**config.mk**
```make
export PLATFORM = sky130hd
export DESIGN_NAME = alu_ctrl_seq
export DESIGN_NICKNAME = d
export VERILOG_FILES = /design/src/rtl/alu_ctrl_seq.sv
export SDC_FILE = /design/constraint.sdc
export NUM_CORES = 1
export LEC_CHECK = 0
export BUFFER_PORTS_ARGS = -buffer_cell sky130_fd_sc_hd__buf_2
export CORE_UTILIZATION = 52
export CTS_BUF_LIST = sky130_fd_sc_hd__clkbuf_8
export DETAILED_ROUTE_END_ITERATION = 10
export PLACE_DENSITY = 0.86
export SETUP_SLACK_MARGIN = 0.05
export SLEW_MARGIN = 40
export SYNTH_ARGS = -nofsm -noshare
export SYNTH_HDL_FRONTEND = slang
export SYNTH_SLANG_ARGS = --single-unit
```
**constraint.sdc**
```tcl
create_clock -name clk -period 2 [get_ports clk]
set_input_delay 0.1 -clock clk [delete_from_list [all_inputs] [get_ports clk]]
set_output_delay 0.1 -clock clk [all_outputs]
set_load 0.03 [all_outputs]
```
**src/rtl/alu_ctrl_seq.sv**
```systemverilog
// alu_ctrl_seq -- ALU control decoder with a valid/ready beat sequencer.
//
// A request (aluop, funct, shamt) is accepted on in_valid && in_ready. It is
// decoded into a GW-bit ALU control code (5-bit code zero-extended) and issued
// as one or more output beats. A shift-right request issues max(shamt,1)
// beats, one 1-bit shift step per beat. Every other op issues a single beat.
// An illegal request issues a single add beat with err set.
//
// Ports
//   clk, rst_n          clock, asynchronous active-low reset
//   in_valid/in_ready   request handshake
//   aluop[1:0]          {aluop1, aluop0} from main control
//   funct[FW-1:0]       instruction function field
//   shamt[SHW-1:0]      shift amount
//   out_valid/out_ready beat handshake
//   gout[GW-1:0]        ALU control code of the current beat
//   out_last            final beat of the current request
//   err                 current request decoded as illegal
module alu_ctrl_seq #(
    parameter int GW  = 5,
    parameter int FW  = 4,
    parameter int SHW = 5
) (
    input  logic           clk,
    input  logic           rst_n,
    input  logic           in_valid,
    output logic           in_ready,
    input  logic [1:0]     aluop,
    input  logic [FW-1:0]  funct,
    input  logic [SHW-1:0] shamt,
    output logic           out_valid,
    input  logic           out_ready,
    output logic [GW-1:0]  gout,
    output logic           out_last,
    output logic           err
);

    typedef enum logic {
        IDLE,
        EMIT
    } state_t;

    state_t         state, state_nxt;

    logic [1:0]     aluop_q;
    logic [FW-1:0]  funct_q;
    logic [SHW-1:0] shamt_q;
    logic [SHW-1:0] cnt;
    logic [SHW-1:0] cnt_load;
    logic [5:0]     dec_q;
    logic           accept;
    logic           consume;
    logic           is_shift_in;

    // Returns {illegal, code[4:0]}. Illegal requests carry the add code.
    function automatic logic [5:0] decode(input logic [1:0] op, input logic [FW-1:0] f);
        logic [4:0] code;
        logic       ill;
        logic       hi;
        hi   = |(f >> 4);
        ill  = 1'b0;
        code = 5'b00010;
        case (op)
            2'b00: code = 5'b00010;
            2'b01: code = 5'b01010;
            2'b11: code = 5'b11000;
            default: begin
                if (f[1] && f[2])       code = 5'b00100;
                else if (f[2] && f[0])  code = 5'b00001;
                else if (f[2] && !f[0]) code = 5'b00000;
                else if (f[1] && f[3])  code = 5'b01011;
                else if (f[1] && !f[3]) code = 5'b01010;
                else if (f[3:0] == 4'b0000) code = 5'b00010;
                else ill = 1'b1;
            end
        endcase
        if (hi) ill = 1'b1;
        if (ill) code = 5'b00010;
        return {ill, code};
    endfunction

    // Outputs are decoded from the captured request; they are only driven
    // while a beat is present, which also gives zero after reset.
    assign dec_q     = decode(aluop_q, funct_q);
    assign out_valid = (state == EMIT);
    assign out_last  = (state == EMIT) && (cnt == '0);
    assign gout      = (state == EMIT) ? GW'(dec_q[4:0]) : '0;
    assign err       = (state == EMIT) && dec_q[5];

    assign consume   = out_valid && out_ready;
    assign in_ready  = (state == IDLE) || (consume && out_last);
    assign accept    = in_valid && in_ready;

    // Only a legal shift-right needs more than one beat.
    assign is_shift_in = (aluop == 2'b10) && funct[1] && funct[2] && !(|(funct >> 4));
    assign cnt_load    = (!is_shift_in || shamt == '0) ? '0 : shamt - SHW'(1);

    always_ff @(posedge clk or negedge rst_n) begin
        if (!rst_n) begin
            state <= IDLE;
        end else begin
            state <= state_nxt;
        end
    end

    always_comb begin
        state_nxt = state;
        case (state)
            IDLE: begin
                if (accept) state_nxt = EMIT;
            end
            EMIT: begin
                // Back-to-back acceptance on the final beat stays in EMIT.
                if (consume && out_last) state_nxt = accept ? EMIT : IDLE;
            end
            default: state_nxt = IDLE;
        endcase
    end

    always_ff @(posedge clk or negedge rst_n) begin
        if (!rst_n) begin
            aluop_q <= '0;
            funct_q <= '0;
            shamt_q <= '0;
            cnt     <= '0;
        end else begin
            assert (cnt <= shamt_q);
            if (accept) begin
                aluop_q <= aluop;
                funct_q <= funct;
                shamt_q <= shamt;
                cnt     <= cnt_load;
            end else if (consume && !out_last) begin
                cnt <= cnt - SHW'(1);
            end
        end
    end

endmodule

```
==> impl_metrics.yaml <==
status:
  outcome: "finished clean"
drt:
  dr.pass1.iters: 4
  vias: 706
  drcViolationCount: 0
  via_per_inst: 5.694
  drtIter0Drc: 16
  routed_wl_um: 1902
  wire_per_inst_um: 15.34
  postRouteAntennaNets: 0
synth:
  yosys.area_share.simple_pct: 26.18
  synth_largest_area_cell: "dfrtp_1"
  synth_top_area_share_pct: 36.53
  ys_top_cells_by_area: "dfrtp_1, mux2_4, ha_1, nand2_1, nor2_1"
  async_flop_share_pct: 100.0
  synth_fa_ha_area_share_pct: 4.566
  synth_flop_cell: "dfrtp_1"
  synth_edf_count: 0
  syn-instance-count: 83
  synth-xor-area-share_pct: 2.131
  synth_compound_area_share_pct: 16.44
  yosys_warnings: 0
  synth_top_family_by_area: "simple AND/OR/NAND/NOR gates"
  synthMuxAreaShare_pct: 9.132
  synth-seq-cells: 12
  syn-num-nets: 101
  ys_types: 32
  syn-cell-area_um2: 822.0
  syn_avg_cell_area_um2: 9.904
  ys_seq_area_share_pct: 36.53
power:
  total_power_mw: 1.527
  powerDensity_nw_per_um2: 1533
  p_leak_nw: 0.4767
  vdd_ir_drop_max_v: 0.0006560
floorplan:
  fp.dieW_um: 41.76
  rows: 13
  die_h_um: 41.76
  initial_core_util_pct: 59.46
  die-area_um2: 1744
  core_area_um2: 1383
  ioPinCount: 24
clock_network:
  cts_setup_buffers: 0
  htreeDepth: 1
  holdBufCountCts: 1
  post_cts_resized: 0
  cts.path.max_buffers: 2
  clock-root-buffer: "clkbuf_8"
  cts_num_sinks: 12
  cts_inserted_buffers: 3
  clk_latency_ns: 0.24
  cts_tree: "yes"
  clkTransAtPathRegs_ns: 0.05
timing:
  tns_ns: 0
  setup_viol: 0
  relSlewSlack_pct: 64.23
  rsz0062_at_grt: "no"
  fin_crit_sh_pct: 85.60
  layout_min_cycle_time_ns: 1.712
  hold_viol: 0
  fin_skew_ns: 0.002594
  worst_pin_slew_ns: 0.5365
  slew_violations: 0
  max_freq_mhz: 584.1
cells_and_area:
  drive_gt1_share_pct: 35.78
  final_cells: 124
  diodes: 0
  synthToLayoutAreaGrowth_pct: 21.16
  final_nets: 129
placement:
  gp_congestion: 0.8535
  dp.cells: 120
  port_buffers: 23
  place_hpwl_um: 1445
worst_setup_path:
  crit_required_ns: 2.12
  worstPathMaxFanout: 9
  critPathCaptureType: "flip-flop"
  cp_slowest_cell: "a41o_1"
  slowest_delay_ns: 0.52
  crit_type: "flip-flop to flip-flop"
  path_cells: "inv_1, ha_1, a41o_1, mux2_4"
  cp.arrival_ns: 1.83
  crit_path_start_kind: "flip-flop"
global_route:
  track_usage_pct: 22.89
  grt_pass1_wl_um: 3042
  grt_pass1_vias: 666
  antenna_found_initial: 0
  grt_max_degree: 13
  grt-ovfl-total: 0
hold_path:
  hp-class: "input port to flip-flop"
flow_run:
  cap_violations: 0
-- state kept, by name, summed over array words and instances, names as in the netlist --
signal / cells
cnt: 5
funct_q: 4
aluop_q: 2
out_valid: 1
-- kinds of logic (layout without fill, tap and decap cells) --
family | Yosys count | count (layout)
AOI/OAI and AO/OA | 16 | 16
xor gates and xnor gates | 2 | 2
buffers and inverters | 8 | 34
and+or+nand+nor | 37 | 37
DFF | 12 | 12
muxes | 5 | 5
adders and majority gates | 3 | 3
-- path summary, 6_finish.rpt --
| path | from | end | slack (ns) | cells after the start |
|---|---|---|---|---|
| max | cnt[0] | funct_q[0] | 0.29 | 4 |
| min | funct[2] | funct_q[2] | 0.09 | 3 |
| max reg2reg | cnt[0] | funct_q[0] | 0.29 | 4 |
| min reg2reg | funct_q[3] | funct_q[3] | 0.55 | 1 |
| max in group asynchronous | rst_n | funct_q[0] | 1.51 | 2 |
| min in group asynchronous | rst_n | out_valid | 0.27 | 2 |
-- where the power goes --
group | switching, mW | total, mW | internal, mW | leakage [nW]
sequential | 0.146 | 0.503 | 0.357 | 0.144
combinational | 0.455 | 0.807 | 0.353 | 0.311
clock | 0.0839 | 0.216 | 0.132 | 0.0216
total | 0.685 | 1.53 | 0.842 | 0.477
-- layer usage --
layer	up-vias	routed length (µm)	global-route usage [%]
li1	353	-	-
met1	331	810	27.87
met2	22	1015	42.19
met3	0	76	5.217
met4	0	0	1.935
met5	-	0	0
-- worst max-delay path, delay by kind of cell (launching register included) --
kind	cells	cell delay, ns
AOI/OAI and AO/OA	1	0.52
DFF	1	0.39
muxes	1	0.35
adders and majority gates	1	0.20
buffers and inverters	1	0.12
-- layout by cell type, fill, tap and decap left out, drive strengths merged, types with 2 or more instances in the layout --
| master | n |
|---|---|
| buf | 24 |
| nand2 | 8 |
| and2 | 2 |
| nor4b | 2 |
| nand3 | 3 |
| xnor2 | 2 |
| nor2 | 8 |
| nand3b | 2 |
| a31oi | 2 |
| nor3 | 2 |
| ha | 3 |
| clkbuf | 3 |
| inv | 6 |
| o21ai | 5 |
| o221ai | 3 |
| mux2 | 5 |
| nor2b | 5 |
| dfrtp | 12 |
-- synth_stat cells (all sizes together), types with 3 or more instances --
master	number
o21ai	5
nor2	8
nand2	8
inv	6
nor2b	5
mux2	5
ha	3
o221ai	3
nand3	3
dfrtp	12
-- cell type report --
type / instances / area, µm²
multi-input cells: 63 / 480.5
fillers: 111 / 386.6
flip-flops and latches: 12 / 300.3
repair buffers: 25 / 132.6
clock buffers: 3 / 41.29
inverters: 6 / 22.52
well taps: 15 / 18.77
-- through the flow --
step,hold slack (ns),area (µm²),worst slack (ns),util (%)
finish,0.09199,996.0,0.2879,72.04
global route,0.1172,996.0,0.2044,72.04
CTS,0.09184,996.0,0.2944,72.04
detailed placement,-0.006670,944.7,0.3020,68.33
global placement,-0.007967,944.7,0.3763,68.33
floorplan,-0.1956,822.0,0.05219,-
Note: power is estimated with default switching activity, not from simulation.
